<file path="src/rtl/rv_skid_pkg.sv">
// Shared types and helpers for the rv_skid valid/ready skid buffer.
package rv_skid_pkg;

    typedef enum logic [1:0] {
        EMPTY = 2'd0,
        BUSY  = 2'd1,
        FULL  = 2'd2
    } skid_state_e;

    // Bypass mode only ever holds the skid entry, so FULL means one entry there.
    function automatic logic [1:0] skid_count(skid_state_e state, bit reg_out);
        case (state)
            BUSY:    skid_count = 2'd1;
            FULL:    skid_count = reg_out ? 2'd2 : 2'd1;
            default: skid_count = 2'd0;
        endcase
    endfunction

endpackage

</file>
<file path="src/rtl/rv_skid_reg.sv">
// Payload register with load enable; clears to zero on reset only.
module skid_reg #(
    parameter int DATA_W = 8
) (
    input  logic              clk_i,
    input  logic              rst_ni,
    input  logic              en_i,
    input  logic [DATA_W-1:0] d_i,
    output logic [DATA_W-1:0] q_o
);

    logic [DATA_W-1:0] data_q;

    always_ff @(posedge clk_i or negedge rst_ni) begin
        if (!rst_ni)   data_q <= '0;
        else if (en_i) data_q <= d_i;
    end

    assign q_o = data_q;

endmodule

</file>
<file path="src/rtl/rv_skid.sv">
// Two-entry valid/ready skid buffer; REG_OUT picks registered-output or bypass variant.
module rv_skid #(
    parameter int DATA_W  = 8,
    parameter bit REG_OUT = 1'b1
) (
    input  logic              clk,
    input  logic              rst,
    input  logic              flush,
    input  logic              in_valid,
    output logic              in_ready,
    input  logic [DATA_W-1:0] in_data,
    output logic              out_valid,
    input  logic              out_ready,
    output logic [DATA_W-1:0] out_data,
    output logic [1:0]        count
);
    import rv_skid_pkg::*;

    skid_state_e       state_q, state_d;
    logic              in_ready_q;
    logic              skid_en;
    logic [DATA_W-1:0] skid_q;
    logic              in_fire;

    assign in_fire = in_valid & in_ready_q;

    skid_reg #(.DATA_W(DATA_W)) u_skid (
        .clk_i  (clk),
        .rst_ni (rst),
        .en_i   (skid_en),
        .d_i    (in_data),
        .q_o    (skid_q)
    );

    if (REG_OUT) begin : g_reg
        logic              main_en;
        logic [DATA_W-1:0] main_d, main_q;
        logic              out_fire;

        assign out_fire = (state_q != EMPTY) & out_ready;

        always_comb begin
            state_d = state_q;
            main_en = 1'b0;
            skid_en = 1'b0;
            if (flush) begin
                state_d = EMPTY;
            end else begin
                case (state_q)
                    EMPTY: if (in_fire) begin
                        main_en = 1'b1;
                        state_d = BUSY;
                    end
                    BUSY: begin
                        if (in_fire && out_fire) begin
                            main_en = 1'b1;
                        end else if (in_fire) begin
                            skid_en = 1'b1;
                            state_d = FULL;
                        end else if (out_fire) begin
                            state_d = EMPTY;
                        end
                    end
                    FULL: if (out_fire) begin
                        main_en = 1'b1;
                        state_d = BUSY;
                    end
                    default: state_d = EMPTY;
                endcase
            end
        end

        // Draining from FULL promotes the skid entry; otherwise main takes the input.
        assign main_d = (state_q == FULL) ? skid_q : in_data;

        skid_reg #(.DATA_W(DATA_W)) u_main (
            .clk_i  (clk),
            .rst_ni (rst),
            .en_i   (main_en),
            .d_i    (main_d),
            .q_o    (main_q)
        );

        assign out_valid = (state_q != EMPTY);
        assign out_data  = main_q;
    end else begin : g_byp
        always_comb begin
            state_d = state_q;
            skid_en = 1'b0;
            if (flush) begin
                state_d = EMPTY;
            end else begin
                case (state_q)
                    // Data only parks in the skid register when the consumer stalls.
                    EMPTY: if (in_fire && !out_ready) begin
                        skid_en = 1'b1;
                        state_d = FULL;
                    end
                    FULL: if (out_ready) state_d = EMPTY;
                    default: state_d = EMPTY;
                endcase
            end
        end

        assign out_valid = in_valid | (state_q == FULL);
        assign out_data  = (state_q == FULL) ? skid_q : in_data;
    end

    always_ff @(posedge clk or negedge rst) begin
        if (!rst) begin
            state_q    <= EMPTY;
            in_ready_q <= 1'b1;
        end else begin
            state_q    <= state_d;
            in_ready_q <= (state_d != FULL);
        end
    end

    assign in_ready = in_ready_q;
    assign count    = skid_count(state_q, REG_OUT);

endmodule

</file>
<file path="config.mk">
export PLATFORM = sky130hd
export DESIGN_NAME = rv_skid
export DESIGN_NICKNAME = d
export VERILOG_FILES = /design/src/rtl/rv_skid_pkg.sv /design/src/rtl/rv_skid_reg.sv /design/src/rtl/rv_skid.sv
export SDC_FILE = /design/constraint.sdc
export NUM_CORES = 1
export LEC_CHECK = 0
export CORE_MARGIN = 3
export CORE_UTILIZATION = 27
export DETAILED_ROUTE_END_ITERATION = 16
export SYNTH_ARGS = -nofsm -noshare
export SYNTH_HDL_FRONTEND = slang
export SYNTH_HIERARCHICAL = 1
export SYNTH_SLANG_ARGS = --single-unit
</file>
<file path="constraint.sdc">
create_clock -name clk -period 2.7 [get_ports clk]
set_input_delay 0.54 -clock clk [delete_from_list [all_inputs] [get_ports clk]]
set_output_delay 0.54 -clock clk [all_outputs]
set_load 0.02 [all_outputs]
</file>
==> impl_metrics.py, run 1 <==
metrics = {
    "clock_network": {
        "htree_levels": 1,
        "post-cts-setup-buffer-count": 0,
        "cts_tree": "yes",
        "clock-sinks": 19,
        "root_buffer": "clkbuf_4",
        "ctsResizeCount": 0,
        "clock_path_buffers": 2,
        "path_clk_slew_ns": 0.11,
        "insertion_delay_ns": 0.30,
        "ctsHoldBuffers": 0,
        "cts_buffers": 3,
    },
    "drt": {
        "routedWlPerCell_um": 13.8,
        "routed.top_layer": "met3",
        "drt_iter0_drc": 5,
        "dr_wl_met2_um": 976,
        "drc": 0,
        "vias": 647,
        "drtPass1Iterations": 4,
        "route.met3.wl_um": 134,
        "routed_wirelength_um": 2100,
        "met1Wirelength_um": 985,
        "via_per_inst": 4.26,
        "drtAntennaViolNets": 0,
    },
    "yosys": {
        "synthTopCellsByArea": "dfrtp_1 47%, mux2_4 25%, nand2_1 11%",
        "avgSynthCellArea_sq_um": 12.1,
        "postSynthCellCount": 79,
        "yosysMostFrequentCell": "nand2_1",
        "yosysUniqueCellTypes": 19,
        "ys_top_cells_by_count": "27 x nand2_1, 18 x dfrtp_1, 16 x mux2_4",
        "synth_seq_cells": 19,
        "synth_top_area_share_pct": 47.3,
        "synth_ff_type": "dfrtp_1",
        "synthesis.nets": 92,
        "yosys.area.top_type": "dfrtp_1",
        "synthArstFlopShare_pct": 100,
        "synth_seq_area_share_pct": 50.1,
        "netlist_area_sq_um": 952,
        "synth-edff-count": 0,
        "yosysWarningCount": 6,
    },
    "hold_path": {
        "holdCritStartpoint": "u_skid/q_o[0]",
        "hold_end": "u_skid/q_o[0]",
        "worstHoldPathCells": 1,
        "min_path_type": "reg2reg",
    },
    "setup_path": {
        "crit_type": "reg2out",
        "worstSetupStartpoint": "state_q[0]",
        "cp.required_ns": 2.16,
        "end_kind": "output pin",
        "reg2reg_depth": 6,
        "startpoint_type": "flip-flop",
        "rr_endpoint": "g_reg.u_main/q_o[2]",
        "r2r_slack_ns": 0.98,
        "crit_arrival_ns": 1.73,
        "cp_max_fo": 10,
        "r2r_start": "state_q[0]",
    },
    "floorplanning": {
        "dieHeight_um": 65.4,
        "core-area_sq_um": 3200,
        "die_area_sq_um": 4280,
        "row_count": 20,
        "initial_core_util_pct": 29.7,
        "io-pin-count": 25,
        "die_w_um": 65.4,
    },
    "timing": {
        "holdWs_ns": 0.530,
        "rsz0062_at_grt": "false",
        "finalMaxSlewViolations": 0,
        "tightest_slew_ns": 0.860,
        "hold_viol_final": 0,
        "final.setup_skew_ns": 0.00390,
        "setup_tns_ns": 0,
        "final.setup.worst_slack_ns": 0.426,
        "fin_crit_sh_pct": 84.2,
        "period_needed_ns": 2.27,
        "setup_viol": 0,
        "slew_headroom_pct": 42.5,
        "fmax_mhz": 440,
    },
    "placed_design": {
        "post-place-ws_ns": 0.558,
        "numPortBuffers": 24,
        "dp_cells": 148,
        "dpl-instance-area_sq_um": 1250,
        "hpwl_um": 1490,
        "place_congestion": 0.822,
    },
    "grt": {
        "grt_pass1_wl_um": 3570,
        "antenna_found_initial": 0,
        "grt_use_total_pct": 10.9,
        "grt_max_degree": 20,
        "grt_overflow": 0,
        "grt_pass1_vias": 745,
    },
    "final_layout": {
        "antenna_cells": 0,
        "area_growth_pct": 34.7,
        "post-route-util_pct": 40.0,
        "num-nets-final": 122,
        "layoutNonFillerInstCount": 152,
        "final_cell_area_sq_um": 1280,
        "drive_above_1_share_pct": 26.9,
    },
    "pwr": {
        "power_density_nw_per_um2": 660,
        "vdd_drop_max_mv": 0.340,
        "leakage_nw": 0.592,
        "power_mw": 0.846,
    },
    "run_status": {
        "outcome": "complete, no violations",
    },
    "flow_run": {
        "maxCapViolations": 0,
    },
}
[power by group]
part	total [mW]	internal (mW)	switching (mW)	leakage, nW
Combinational	0.293	0.182	0.111	0.345
Sequential	0.403	0.357	0.0460	0.229
Clock	0.150	0.0553	0.0946	0.0177
[how the worst max path moves through the flow]
stage	to	slack, ns
floorplan	g_reg.u_main/q_o[0]	1.04
global placement	u_skid/q_o[1]	0.58
detailed placement	g_reg.u_main/q_o[4]	0.56
CTS	count[1]	0.41
global route	count[1]	0.32
finish	count[1]	0.43
[final cells by class]
class | count | area (sq um)
clock buffer | 3 | 22.5
inverter | 1 | 3.75
fill | 347 | 1920
multi-input combinational | 56 | 449
clock inverter | 1 | 5.00
timing repair buffer | 28 | 270
sequential | 19 | 477
tap | 44 | 55.1
[sequential cells by signal, summed over array words and instances (netlist names)]
signal,cells
state_q,2
g_reg.u_main/q_o,8
in_ready,1
u_skid/q_o,8
[placed cells by master, fill, tap and decap left out, drive strengths merged]
cell type	instances
nand2	27
clkdlybuf4s50	24
dfrtp	18
mux2	16
buf	4
clkbuf	3
nor2b	2
or2	2
nand2b	1
and3b	1
a211oi	1
inv	1
o2bb2a	1
mux2i	1
o22ai	1
a211o	1
a21oi	1
nor3	1
clkinv	1
dfstp	1
[logic make-up after synthesis]
group / Yosys count / synth area share [%]
compound gates: 5 / 4.99
buf+inv: 4 / 3.28
flops: 19 / 50.1
mux: 17 / 26.3
simple gates: 34 / 15.4
[critical path, stage by stage, from the launching register on]
cell and delay [ns]:
dfrtp_1 0.43, nand2b_1 0.18, inv_2 0.17, clkdlybuf4s50_1 0.65
[per-layer routing]
metal | global-route usage (%) | up-vias
met1 | 14.4 | 305
met3 | 3.76 | 0
li1 | - | 320
met5 | 0 | -
met2 | 17.6 | 22
met4 | 1.81 | 0
Note: power is estimated with default switching activity, not from simulation.
==> run 2: changes to the inputs <==
- clock period: 2.7 -> 2.1 ns (I/O delays scaled with it)
==> impl_metrics.py, run 2 (synthesized netlist as in run 1, its figures left out) <==
metrics = {
    "floorplanning": {
        "dieHeight_um": 65.4,
        "io-pin-count": 25,
        "initial_core_util_pct": 29.7,
        "row_count": 20,
        "core-area_sq_um": 3200,
        "die_area_sq_um": 4280,
        "die_w_um": 65.4,
    },
    "placed_design": {
        "numPortBuffers": 24,
        "post-place-ws_ns": 0.0871,
        "hpwl_um": 1440,
        "place_congestion": 0.769,
        "dpl-instance-area_sq_um": 1270,
    },
    "timing": {
        "tightest_slew_ns": 0.245,
        "slew_headroom_pct": 83.6,
        "hold_viol_final": 0,
        "period_needed_ns": 1.99,
        "rsz0062_at_grt": "false",
        "final.setup.worst_slack_ns": 0.113,
        "holdWs_ns": 0.416,
        "fmax_mhz": 503,
        "fin_crit_sh_pct": 94.6,
        "setup_tns_ns": 0,
        "final.setup_skew_ns": 0.0116,
        "finalMaxSlewViolations": 0,
        "setup_viol": 0,
    },
    "grt": {
        "grt_pass1_wl_um": 3290,
        "use_met3_pct": 2.56,
        "grt_max_degree": 20,
        "grt_use_total_pct": 10.4,
        "grt.busiest_layer": "met1",
        "gr-usage-met2_pct": 14.7,
        "grt_overflow": 0,
        "use_met1_pct": 14.8,
        "grt_pass1_vias": 661,
        "antenna_found_initial": 0,
    },
    "drt": {
        "drtAntennaViolNets": 0,
        "routed_wirelength_um": 2010,
        "drt_iter0_drc": 14,
        "drtPass1Iterations": 4,
        "routedWlPerCell_um": 13.1,
        "via_per_inst": 4.28,
        "vias": 659,
        "drc": 0,
    },
    "final_layout": {
        "drive_above_1_share_pct": 28.2,
        "num-nets-final": 124,
        "layout_commonest_cell": "nand2_1",
        "final_cell_area_sq_um": 1300,
        "layout_common_cells": "27 x nand2_1, 23 x clkdlybuf4s50_1, 18 x dfrtp_1",
        "antenna_cells": 0,
        "area_growth_pct": 36.4,
    },
    "setup_path": {
        "cp.depth": 2,
        "cp_max_fo": 5,
        "crit_arrival_ns": 1.57,
        "cpLargestDelayFamily": "buffers and inverters",
        "cp.required_ns": 1.68,
        "crit_buf_inv": 1,
        "crit_path_cell_trace": "or2_1 > clkdlybuf4s50_1",
        "end_kind": "output pin",
        "crit_type": "reg2out",
        "cp_slowest_stage_delay_ns": 0.55,
        "reg2reg_depth": 6,
        "startpoint_type": "flip-flop",
        "critPathSlowestCell": "clkdlybuf4s50_1",
    },
    "clock_network": {
        "clock-sinks": 19,
        "root_buffer": "clkbuf_4",
        "ctsHoldBuffers": 0,
        "cts_tree": "yes",
        "htree_levels": 1,
        "cts_buffers": 3,
        "clock_path_buffers": 2,
        "path_clk_slew_ns": 0.13,
        "insertion_delay_ns": 0.31,
    },
    "flow_run": {
        "maxCapViolations": 0,
    },
    "run_status": {
        "outcome": "complete, no violations",
    },
    "pwr": {
        "power_density_nw_per_um2": 844,
        "leakage_nw": 0.603,
        "vdd_drop_max_mv": 0.333,
    },
    "hold_path": {
        "min_path_type": "in2async",
    },
}
==> run 2: changes by cell type in the layout (fill, tap and decap cells not counted), sizes merged <==
cell / delta
buf: +2
clkdlybuf4s50: -1
clkinv: -1
clkinvlp: +1
dlygate4sd2: +1
==> run 2: worst reg2reg max path, cell delays in order (launching register included) <==
cell and delay, ns:
dfrtp_1 0.44, nand2b_1 0.18, inv_2 0.18, o2bb2a_4 0.18, a21oi_1 0.13, buf_4 0.23
mux2_4 0.32
==> run 2: final timing paths <==
path,end,from,slack (ns)
max reg2reg,g_reg.u_main/q_o[1],state_q[0],0.32
min in group clk,u_skid/q_o[3],u_skid/q_o[3],0.52
max in group asynchronous,in_ready,rst,1.42
max,out_valid,state_q[0],0.11
min,u_skid/q_o[6],rst,0.42
min reg2reg,u_skid/q_o[3],u_skid/q_o[3],0.52
==> run 2: timing repair <==
action	in CTS	in global routing
resized for setup	1	0
setup buffers	0	0
setup endpoints to repair	1	0
==> run 2: routing by layer <==
| layer | share of wire, % | vias to the layer above |
|---|---|---|
| met2 | 41 | 20 |
| met5 | 0 | - |
| met1 | 51 | 312 |
| li1 | - | 323 |
| met3 | 5.9 | 4 |
| met4 | 2.0 | 0 |
==> run 2: per-stage QoR <==
stage	utilization, %	power [mW]	instances
after global placement	39.6	0.896	150
after CTS	40.5	1.11	154
after floorplan	-	0.744	79
after global routing	40.5	1.15	154
after detailed placement	39.6	0.904	150
final	40.5	1.10	154
==> run 2: final cells by class <==
cell class	instances	area, sq um
Fill cell	344	1900
Clock inverter	1	7.51
Tap cell	44	55.1
Clock buffer	3	22.5
Timing Repair Buffer	30	284
Sequential cell	19	477
Multi-Input combinational cell	56	449
Inverter	1	3.75
==> run 2: power breakdown <==
part | switching [mW] | internal, mW
sequential | 0.0565 | 0.459
clock | 0.130 | 0.0727
combinational | 0.140 | 0.236
==> run 3: changes to the inputs <==
==> constraint.sdc (replaced) <==
create_clock -name clk -period 2.49 [get_ports clk]
set_input_delay 0.498 -clock clk [delete_from_list [all_inputs] [get_ports clk]]
set_output_delay 0.498 -clock clk [all_outputs]
set_load 0.1 [all_outputs]
==> impl_metrics.py, run 3 (synthesized netlist as in run 1, its figures left out) <==
metrics = {
    "grt": {
        "grt_overflow": 0,
        "antenna_found_initial": 0,
        "grt_pass1_wl_um": 3180,
        "grt_max_degree": 20,
        "grt_pass1_vias": 685,
        "grt_use_total_pct": 9.76,
    },
    "clock_network": {
        "clock_path_buffers": 2,
        "cts_buffers": 3,
        "clock-sinks": 19,
        "insertion_delay_ns": 0.29,
        "cts_tree": "yes",
        "root_buffer": "clkbuf_4",
        "path_clk_slew_ns": 0.11,
        "ctsResizeCount": 0,
        "htree_levels": 1,
        "ctsHoldBuffers": 0,
        "post-cts-setup-buffer-count": 0,
    },
    "final_layout": {
        "drive_above_1_share_pct": 37.0,
        "num-nets-final": 122,
        "fill_cells": 341,
        "antenna_cells": 0,
        "area_growth_pct": 32.7,
        "layout_commonest_cell": "nand2_1",
        "layout_common_cells": "27 x nand2_1, 18 x dfrtp_1, 16 x mux2_4",
    },
    "floorplanning": {
        "core-area_sq_um": 3200,
        "initial_core_util_pct": 29.7,
        "die_w_um": 65.4,
        "io-pin-count": 25,
        "die_area_sq_um": 4280,
        "row_count": 20,
        "dieHeight_um": 65.4,
    },
    "timing": {
        "fin_crit_sh_pct": 84.9,
        "slew_headroom_pct": 68.0,
        "finalMaxSlewViolations": 0,
        "rsz0062_at_grt": "false",
        "hold_viol_final": 0,
        "setup_viol": 0,
        "period_needed_ns": 2.11,
        "setup_tns_ns": 0,
        "final.setup_skew_ns": 0.00132,
        "fmax_mhz": 473,
        "tightest_slew_ns": 0.481,
    },
    "placed_design": {
        "hpwl_um": 1410,
        "numPortBuffers": 24,
        "place_congestion": 0.799,
    },
    "drt": {
        "routed_wirelength_um": 1900,
        "routedWlPerCell_um": 12.5,
        "drtAntennaViolNets": 0,
        "drt_iter0_drc": 11,
        "vias": 655,
        "via_per_inst": 4.31,
        "drc": 0,
        "drtPass1Iterations": 3,
    },
    "flow_run": {
        "maxCapViolations": 0,
    },
    "pwr": {
        "power_mw": 1.13,
        "leakage_nw": 0.605,
        "vdd_drop_max_mv": 0.409,
        "power_density_nw_per_um2": 891,
    },
    "setup_path": {
        "crit_arrival_ns": 1.62,
        "rr_endpoint": "g_reg.u_main/q_o[1]",
        "worstSetupStartpoint": "state_q[0]",
        "r2r_start": "state_q[0]",
        "r2r_slack_ns": 0.44,
        "cp_max_fo": 11,
        "reg2reg_depth": 6,
        "startpoint_type": "flip-flop",
        "crit_type": "reg2out",
        "cp.required_ns": 1.99,
        "end_kind": "output pin",
    },
    "hold_path": {
        "min_path_type": "in2async",
    },
    "run_status": {
        "outcome": "complete, no violations",
    },
}
==> run 3: cell count changes in the layout (fill, tap and decap cells not counted), sizes merged <==
cell,previous run,this run
buf,6,16
clkbuf,3,4
clkdlybuf4s50,23,12
clkinvlp,1,0
dlygate4sd2,1,0
==> run 3: worst max path at each step <==
stage / to / slack, ns / cells after the start
after global placement: g_reg.u_main/q_o[4] / 0.41 / 6
after floorplan: count[0] / 0.26 / 1
after detailed placement: u_skid/q_o[6] / 0.40 / 6
after global routing: count[1] / 0.23 / 3
after CTS: count[1] / 0.36 / 3
final: count[1] / 0.38 / 3
==> run 3: report_power, final <==
group | switching, mW | total, mW | internal (mW)
Sequential | 0.0491 | 0.437 | 0.388
Clock | 0.0941 | 0.156 | 0.0623
Combinational | 0.348 | 0.533 | 0.185
Total | 0.491 | 1.13 | 0.635
==> run 3: area by class of cell <==
class	instances	area, sq um	share of cell area (%)
well taps	44	55.1	4.36
inverters	1	3.75	0.297
flip-flops and latches	19	477	37.7
multi-input cells	56	449	35.5
repair buffers	28	253	20.0
clock buffers	4	26.3	2.08
==> run 3: metal layers <==
layer | up-vias | routed length (um) | part of all wire (%) | global-route usage [%]
li1 | 323 | - | - | -
met1 | 314 | 975 | 51 | 14.3
met2 | 18 | 799 | 42 | 13.1
met3 | 0 | 128 | 6.7 | 3.08
met4 | 0 | 0 | 0 | 3.89
met5 | - | 0 | 0 | 0
==> run 3: critical path, cell delays in order (launching register included) <==
cell	delay, ns
dfrtp_1	0.43
nand2b_1	0.37
inv_2	0.30
buf_12	0.21
==> run 3: per-stage QoR <==
stage / setup slack (ns) / utilization (%) / instances / hold WS [ns] / cell area, sq um
floorplan: 0.261 / - / 79 / 0.202 / 952
global placement: 0.415 / 38.6 / 148 / 0.492 / 1240
detailed placement: 0.398 / 38.6 / 148 / 0.497 / 1240
CTS: 0.359 / 39.5 / 152 / 0.520 / 1260
global route: 0.229 / 39.5 / 152 / 0.521 / 1260
finish: 0.376 / 39.5 / 152 / 0.525 / 1260
